File: config.mk
export PLATFORM = sky130hd
export DESIGN_NAME = qracc_bank_sequencer
export DESIGN_NICKNAME = d
export VERILOG_FILES = /design/src/rtl/qracc_pkg.sv /design/src/rtl/qracc_bank_slice_mux.sv /design/src/rtl/qracc_bank_sequencer.sv
export SDC_FILE = /design/constraint.sdc
export NUM_CORES = 1
export LEC_CHECK = 0
export CELL_PAD_IN_SITES_DETAIL_PLACEMENT = 1
export CELL_PAD_IN_SITES_GLOBAL_PLACEMENT = 1
export CORE_AREA = 2 2 560 562
export CTS_BUF_LIST = sky130_fd_sc_hd__clkbuf_16
export CTS_CLUSTER_SIZE = 12
export DETAILED_ROUTE_END_ITERATION = 7
export DIE_AREA = 0 0 562 564
export PLACE_DENSITY = 0.33
export SLEW_MARGIN = 20
export SYNTH_ARGS = -nofsm -noshare
export SYNTH_HDL_FRONTEND = slang
export SYNTH_SLANG_ARGS = --single-unit
File: constraint.sdc
create_clock -name CLK -period 3.3 [get_ports CLK]
set_input_delay 0.495 -clock CLK [delete_from_list [all_inputs] [get_ports CLK]]
set_output_delay 0.495 -clock CLK [all_outputs]
set_load 0.01 [all_outputs]
File: src/rtl/qracc_pkg.sv
// Shared encodings for the QR-ACC bank sequencer: request opcodes and FSM states.
package qracc_pkg;

  typedef enum logic [1:0] {
    OP_READ        = 2'd0,
    OP_WRITE       = 2'd1,
    OP_COMPUTE     = 2'd2,
    OP_COMPUTE_ALL = 2'd3
  } qracc_op_e;

  typedef enum logic [2:0] {
    IDLE    = 3'd0,
    PRECH   = 3'd1,
    ACCESS  = 3'd2,
    COMPUTE = 3'd3,
    RESPOND = 3'd4
  } qracc_state_e;

  function automatic int max2(input int a, input int b);
    return (a > b) ? a : b;
  endfunction

endpackage

File: src/rtl/qracc_bank_slice_mux.sv
// Picks one bank's sense-amp and ADC slice out of the flattened per-bank buses.
// Purely combinational; no backpressure.
module qracc_bank_slice_mux
  import qracc_pkg::*;
#(
  parameter int numCols   = 8,
  parameter int compCount = 15,
  parameter int numBanks  = 8,
  parameter int bankW     = 3
) (
  input  logic [bankW-1:0]                     sel,
  input  logic [numBanks*numCols-1:0]          sa_all,
  input  logic [compCount*numCols*numBanks-1:0] adc_all,
  output logic [numCols-1:0]                   sa,
  output logic [compCount*numCols-1:0]         adc
);

  localparam int adcW = compCount * numCols;

  always_comb begin
    sa  = '0;
    adc = '0;
    for (int i = 0; i < numBanks; i++) begin
      if (32'(sel) == i) begin
        sa  = sa_all[i*numCols +: numCols];
        adc = adc_all[i*adcW +: adcW];
      end
    end
  end

endmodule

File: src/rtl/qracc_bank_sequencer.sv
// Sequences precharge/access/compute strobes for one bank per request; READ/WRITE respond after pchCycles+2 edges, COMPUTE after pchCycles+cmpCycles+1.
// Accepts only in IDLE; holds the response stable in RESPOND until rsp_ready, with no strobes during the stall.
module qracc_bank_sequencer
  import qracc_pkg::*;
#(
  parameter int numRows    = 128,
  parameter int numCols    = 8,
  parameter int numAdcBits = 4,
  parameter int numBanks   = 8,
  parameter int pchCycles  = 2,
  parameter int cmpCycles  = 3,
  localparam int compCount = 2**numAdcBits - 1,
  localparam int bankW     = $clog2(numBanks)
) (
  input  logic                                  CLK,
  input  logic                                  nRST,
  input  logic                                  req_valid,
  output logic                                  req_ready,
  input  logic [1:0]                            req_op,
  input  logic [bankW-1:0]                      req_bank,
  input  logic [numRows-1:0]                    req_wl,
  input  logic [numCols-1:0]                    req_wdata,
  output logic                                  rsp_valid,
  input  logic                                  rsp_ready,
  output logic [bankW-1:0]                      rsp_bank,
  output logic                                  rsp_err,
  output logic [numCols-1:0]                    rsp_sa,
  output logic [compCount*numCols-1:0]          rsp_adc,
  output logic [numBanks-1:0]                   bank_select,
  output logic [numRows-1:0]                    WL,
  output logic [numCols-1:0]                    WR_DATA,
  output logic                                  PCH,
  output logic                                  WRITE,
  output logic                                  SAEN,
  output logic                                  M2A,
  output logic                                  M2AB,
  input  logic [numBanks*numCols-1:0]           SA_OUT,
  input  logic [compCount*numCols*numBanks-1:0] ADC_OUT
);

  localparam int cntW = $clog2(max2(pchCycles, cmpCycles) + 1);

  qracc_state_e                 state_q, state_d;
  qracc_op_e                    op_q, op_d;
  logic [bankW-1:0]             bank_q, bank_d;
  logic [numRows-1:0]           wl_q, wl_d;
  logic [numCols-1:0]           wdata_q, wdata_d;
  logic [cntW-1:0]              cnt_q, cnt_d;
  logic                         rsp_err_q, rsp_err_d;
  logic [numCols-1:0]           rsp_sa_q, rsp_sa_d;
  logic [compCount*numCols-1:0] rsp_adc_q, rsp_adc_d;

  logic [numCols-1:0]           sa_sel;
  logic [compCount*numCols-1:0] adc_sel;
  logic                         req_is_all;
  logic                         req_bank_bad;
  logic                         active;

  qracc_bank_slice_mux #(
    .numCols  (numCols),
    .compCount(compCount),
    .numBanks (numBanks),
    .bankW    (bankW)
  ) u_slice_mux (
    .sel    (bank_q),
    .sa_all (SA_OUT),
    .adc_all(ADC_OUT),
    .sa     (sa_sel),
    .adc    (adc_sel)
  );

  assign req_is_all   = (req_op == 2'(OP_COMPUTE_ALL));
  // Only reachable for non-power-of-two bank counts; COMPUTE_ALL ignores req_bank.
  assign req_bank_bad = (32'(req_bank) >= numBanks) && !req_is_all;

  always_comb begin
    state_d   = state_q;
    op_d      = op_q;
    bank_d    = bank_q;
    wl_d      = wl_q;
    wdata_d   = wdata_q;
    cnt_d     = cnt_q;
    rsp_err_d = rsp_err_q;
    rsp_sa_d  = rsp_sa_q;
    rsp_adc_d = rsp_adc_q;
    case (state_q)
      IDLE: begin
        if (req_valid) begin
          op_d      = qracc_op_e'(req_op);
          wl_d      = req_wl;
          wdata_d   = req_wdata;
          bank_d    = req_is_all ? '0 : req_bank;
          cnt_d     = '0;
          rsp_sa_d  = '0;
          rsp_adc_d = '0;
          rsp_err_d = req_bank_bad;
          state_d   = req_bank_bad ? RESPOND : PRECH;
        end
      end
      PRECH: begin
        if (cnt_q == cntW'(pchCycles - 1)) begin
          cnt_d   = '0;
          state_d = (op_q == OP_READ || op_q == OP_WRITE) ? ACCESS : COMPUTE;
        end else begin
          cnt_d = cnt_q + 1'b1;
        end
      end
      ACCESS: begin
        rsp_sa_d = (op_q == OP_READ) ? sa_sel : '0;
        state_d  = RESPOND;
      end
      COMPUTE: begin
        if (cnt_q == cntW'(cmpCycles - 1)) begin
          cnt_d     = '0;
          rsp_adc_d = adc_sel;
          state_d   = RESPOND;
        end else begin
          cnt_d = cnt_q + 1'b1;
        end
      end
      RESPOND: begin
        if (rsp_ready) begin
          if (op_q == OP_COMPUTE_ALL && bank_q != bankW'(numBanks - 1)) begin
            bank_d  = bank_q + 1'b1;
            state_d = PRECH;
          end else begin
            state_d = IDLE;
          end
        end
      end
      default: state_d = IDLE;
    endcase
  end

  always_ff @(posedge CLK or negedge nRST) begin
    if (!nRST) begin
      state_q   <= IDLE;
      op_q      <= OP_READ;
      bank_q    <= '0;
      wl_q      <= '0;
      wdata_q   <= '0;
      cnt_q     <= '0;
      rsp_err_q <= 1'b0;
      rsp_sa_q  <= '0;
      rsp_adc_q <= '0;
    end else begin
      state_q   <= state_d;
      op_q      <= op_d;
      bank_q    <= bank_d;
      wl_q      <= wl_d;
      wdata_q   <= wdata_d;
      cnt_q     <= cnt_d;
      rsp_err_q <= rsp_err_d;
      rsp_sa_q  <= rsp_sa_d;
      rsp_adc_q <= rsp_adc_d;
    end
  end

  // Strobes decode straight from state so an async reset drops them immediately.
  assign active      = (state_q == PRECH) || (state_q == ACCESS) || (state_q == COMPUTE);
  assign req_ready   = (state_q == IDLE);
  assign rsp_valid   = (state_q == RESPOND);
  assign rsp_bank    = bank_q;
  assign rsp_err     = rsp_err_q;
  assign rsp_sa      = rsp_sa_q;
  assign rsp_adc     = rsp_adc_q;
  assign bank_select = active ? (numBanks'(1) << bank_q) : '0;
  assign WL          = active ? wl_q : '0;
  assign WR_DATA     = active ? wdata_q : '0;
  assign PCH         = (state_q == PRECH);
  assign SAEN        = (state_q == ACCESS) && (op_q == OP_READ);
  assign WRITE       = (state_q == ACCESS) && (op_q == OP_WRITE);
  assign M2A         = (state_q == COMPUTE);
  assign M2AB        = !M2A;

endmodule

# == Word-level counts from Yosys, hierarchy flattened ==
# Cells that the tools add are included.
# word_totals
out_inout_bits,283
ff_bits,274
# op_classes
n_eq_ne,22
shifts,1
reduce_logical,20
add_sub_neg,2
n_mux,41
# ops
operator,count
two-way mux 120 bit,10
one-hot mux 120 bit (2 select lines),1
two-way mux 128 bit,1
two-way mux 8 bit,12
two-way mux 3 bit,8
one-hot mux 8 bit (2 select lines),1
"equality test 3 bit, second input constant",5
one-hot mux 3 bit (5 select lines),1
"equality test 3 x 2 -> 1 bit, second input constant",4
"!= test 2 x 1 -> 1 bit, second input constant",4
AND reduction 4 bit,2
"<< shifter 1 x 3 -> 8 bit, first input constant",1
"equality test 2 bit, second input constant",3
"equality test 3 x 1 -> 1 bit, second input constant",2
logical NOT 3 bit,2
two-way mux 2 bit,3
one-hot mux 2 bit (3 select lines),1
one-hot mux 3 bit (2 select lines),1
AND reduction 2 bit,3
nonzero test 2 bit,3
"equality test 2 x 1 -> 1 bit, second input constant",2
"adder 3 x 1 -> 3 bit, second input constant",1
logical AND 1 bit,3
logical OR 1 bit,3
other kinds (8),9

# == Depth between registers and ports, before layout ==
# depth
depth_word,11
mapped_depth,10
ltp_nobuf,6

# == Cells and area by module ==
# A second synthesis with hierarchy kept.
# hier_totals
cells_unflattened,1764
hier_area_um2,19530.0
# modules_own_cells
mod,seq_area_each_um2,cells_each,area_each_um2,instances
qracc_bank_sequencer,6856.6,819,11298.3,1
qracc_bank_slice_mux,0.0,945,8231.6,1

# == Worst setup path after synthesis ==
# Ideal clock, no wire load.
# synth_timing
kind,reg2out
startpoint,register bank_q[2] (netlist: rsp_bank[2])
endpoint,output port bank_select[3]
setup_slack_ns,0.992
path_stages_with_launch,7
t_arrival_ns,1.813
cell_sequence,dfrtp_1 -> inv_1 -> clkbuf_1 -> ha_1 -> clkbuf_1 -> clkbuf_1 -> and2_1
# synth_between
elab_chain_len,2
# synth_lines
item,line_no,source
from (decl),qracc_bank_sequencer.sv:45,"logic [bankW-1:0] bank_q, bank_d;"
from (signal assigned),qracc_bank_sequencer.sv:149,bank_q <= bank_d;
<< shifter 1 x 3 -> 8 bit,qracc_bank_sequencer.sv:167,assign bank_select = active ? (numBanks'(1) << bank_q) : '0;
two-way mux 8 bit,qracc_bank_sequencer.sv:167,
to (decl),qracc_bank_sequencer.sv:29,"output logic [numBanks-1:0] bank_select,"
# No other way between the ends.

# == Final worst setup path ==
# layout_timing
startpoint,register state_q[1]
endpoint,output port rsp_valid
# layout_between
elab_chain_len,1
# layout_lines
item,line_no,source
from (decl),qracc_bank_sequencer.sv:43,"qracc_state_e state_q, state_d;"
from (signal assigned),qracc_bank_sequencer.sv:147,state_q <= state_d;
equality test 3 bit,qracc_bank_sequencer.sv:162,assign rsp_valid = (state_q == RESPOND);
to (decl),qracc_bank_sequencer.sv:23,"output logic rsp_valid,"
# No other way between the ends.

==> impl_metrics.py <==
metrics = {
    "timing": {
        "fin_tns_setup_ns": 0,
        "period_minus_slack_ns": 3.11,
        "hold_viol": 0,
        "slew_violations": 0,
        "setup_viol": 0,
        "skew_ns": 0.0436,
        "rsz0062_at_grt": "false",
        "worst_slack_ns": 0.189,
        "period_share_pct": 94.3,
        "worst-slew-pin-transition_ns": 0.938,
        "slew_headroom_pct": 37.3,
        "max_freq_ghz": 0.321,
    },
    "floorplanning": {
        "rows": 205,
        "die-width_um": 562,
        "dieArea_um2": 317000,
        "coreArea_um2": 311000,
        "ios": 1452,
        "start_util_pct": 6.92,
        "fp.dieH_um": 564,
    },
    "critical_path": {
        "crit_slowest_cell": "clkdlybuf4s50_1",
        "crit_path_max_incr_delay_ns": 0.68,
        "cp_top_family": "buffers and inverters",
        "cp.buffers_inverters": 4,
        "crit_path_max_fanout": 6,
        "crit_chain": "buf_4 -> buf_4 -> or3b_1 -> inv_1 -> clkdlybuf4s50_1",
        "endpoint_kind": "output pin",
        "crit_required_ns": 2.80,
        "cp_common_cell": "buf_4",
        "cp-start-kind": "flip-flop",
        "cp.arrival_ns": 2.62,
        "crit_path_start": "state_q[1]$_DFFE_PN0P_",
        "r2r-start": "rsp_bank[1]$_DFFE_PN0P_",
        "path_class": "reg2out",
    },
    "placed_design": {
        "place_hpwl_mm": 203,
        "port_buffers": 1450,
        "routabilityCongestion": 0.813,
        "preCtsSetupSlack_ns": 0.123,
    },
    "clocking": {
        "cts_tree": "yes",
        "clk_latency_ns": 0.68,
        "cts.htree.levels": 2,
        "cts_buffers": 45,
        "root_buffer": "clkbuf_16",
        "cts.clk_slew.worst_paths_ns": 0.05,
        "cts_sinks": 274,
        "cts.path.max_buffers": 3,
    },
    "job": {
        "max-cap-violations": 0,
    },
    "routing": {
        "drc": 0,
        "ant_nets": 0,
        "vias": 27700,
        "totalWireLength_mm": 240,
        "drt_pass1_iterations": 5,
        "wire_per_inst_um": 29.3,
        "routed_via_density": 3.38,
        "drt_iter0_drc": 1400,
    },
    "synthesis": {
        "ys_seq_area_share_pct": 31.9,
        "ys_ff_latch": 274,
        "synth_nets": 3758,
        "postSynthCellCount": 2583,
        "synth.cell_area_um2": 21500,
        "yosysUniqueCellTypes": 42,
        "synth_warnings": 0,
        "avgSynthCellArea_um2": 8.32,
    },
    "pwr": {
        "power_leakage_nw": 16.0,
        "p_per_area_nw_per_um2": 768,
        "max-vdd-ir-drop_mv": 0.310,
    },
    "final_layout": {
        "layout_common_cells": "clkdlybuf4s50_1 (1449), dfrtp_1 (271), nand2_1 (254), nor2b_1 (249), inv_1 (151)",
        "nNetsFinal": 5145,
        "area_growth_syn_to_layout_pct": 103,
        "layout_commonest_cell": "clkdlybuf4s50_1",
        "drive_above_1_share_pct": 9.79,
    },
    "global_route": {
        "grt_max_degree": 105,
        "track_usage_pct": 14.4,
        "grt_pass1_wl_mm": 307,
        "first_global_vias": 29700,
        "grt-ovfl-total": 0,
        "grt_antenna_before_repair": 173,
    },
    "worst_hold_path": {
        "hp-class": "in2reg",
        "min-delay-start": "req_wl[96]",
    },
    "status": {
        "status": "finished, final reports clean",
    },
}
==> synth_stat cells (all sizes together) <==
cell type  instances  share of area (%)
a221o            120                5.6
and3               5               0.15
nand3              3              0.070
nand2            254                4.4
nor2             140                2.4
nand3b           122                4.3
o22ai              1              0.029
dfrtp            274                 32
o21a               3               0.10
clkbuf           191                3.3
a22o             120                4.9
or4b               1              0.047
a221oi            16               0.65
nand2b             4               0.12
inv              144                2.5
buf               86                2.0
or2                1              0.029
a311oi           120                4.9
nor3b              1              0.035
a31oi              1              0.029
and2             140                4.1
a211o            120                4.9
nand4            121                3.5
a21oi            139                3.2
nor3              10               0.42
nand4b             1              0.041
o211ai             2              0.070
o21bai             2              0.087
o21ai             28               0.65
a22oi              9               0.31
ha                 6               0.35
mux2             137                7.2
conb               1              0.017
or3b               1              0.041
nor4b              1              0.070
nor2b            249                7.2
a21o               9               0.31
==> per-stage QoR <==
step,instances,util (%),instance area [um^2],hold WS [ns],total power [mW]
5_1_grt,8160,14.0,43600,0.382,35.7
3_3_place_gp,8050,13.5,41800,0.481,28.5
6_report,8189,14.0,43600,0.451,33.5
4_1_cts,8140,14.0,43500,0.340,34.5
2_1_floorplan,2583,-,21500,0.199,15.9
3_5_place_dp,8050,13.5,41800,0.488,28.5
==> final cells by class <==
cell class                      count  area, um^2
Fill cell                       36700      267000
Timing Repair Buffer             1617       16300
Multi-Input combinational cell   1888       13100
Sequential cell                   274        6860
Tap cell                         4140        5180
Clock buffer                       46        1150
Inverter                          144         541
Clock inverter                     34         378
Antenna cell                       46         115
==> metal layers <==
layer / up-vias / wire, um / GRT usage [%]
li1: 12300 / - / -
met1: 13700 / 94700 / 16.3
met2: 1268 / 122000 / 26.5
met3: 313 / 18500 / 4.72
met4: 108 / 3980 / 2.30
met5: - / 673 / 0
==> power breakdown <==
group	internal [mW]	leakage (nW)	switching [mW]	total [mW]
clock	3.14	0.775	2.19	5.33
sequential	4.44	3.50	0.889	5.33
combinational	9.84	11.7	13.0	22.9
==> cell families (layout without fill, tap and decap cells) <==
group / count (synthesis) / after routing / share of synthesized area [%]
and+or+nand+nor: 1054 / 1054 / 27.0
AOI/OAI and AO/OA: 690 / 690 / 25.7
buffers and inverters: 421 / 1841 / 7.83
DFF: 274 / 274 / 31.9
muxes: 137 / 137 / 7.18
adders and majority gates: 6 / 6 / 0.349
other: 1 / 47 / 0.0174
==> what timing repair did <==
action	in CTS	in global routing
resized for setup	4	1
hold endpoints to repair	57	0
hold buffers	1	0
pin swaps	2	0
gates cloned	1	0
buffers inserted	8	3
setup endpoints to repair	98	6
==> final timing paths <==
check                                                to  slack, ns  depth (start not counted)
worst max register to register  rsp_adc[48]$_DFFE_PN0P_       0.42                          9
worst min register to register     wl_q[30]$_DFFE_PN0P_       0.49                          1
worst min-delay path               wl_q[96]$_DFFE_PN0P_       0.45                          2
min in group asynchronous          wl_q[27]$_DFFE_PN0P_       0.52                          2
worst max-delay path                          rsp_valid       0.19                          5
max in group asynchronous         wl_q[127]$_DFFE_PN0P_       1.84                          3
==> sequential cells by signal (all words and copies together), names as in the netlist <==
| signal | cells |
|---|---|
| cnt_q | 2 |
| op_q | 2 |
| rsp_adc | 120 |
| rsp_bank | 3 |
| rsp_sa | 8 |
| state_q | 3 |
| wdata_q | 8 |
| wl_q | 128 |
No activity file was read; power rests on OpenSTA's default activity.
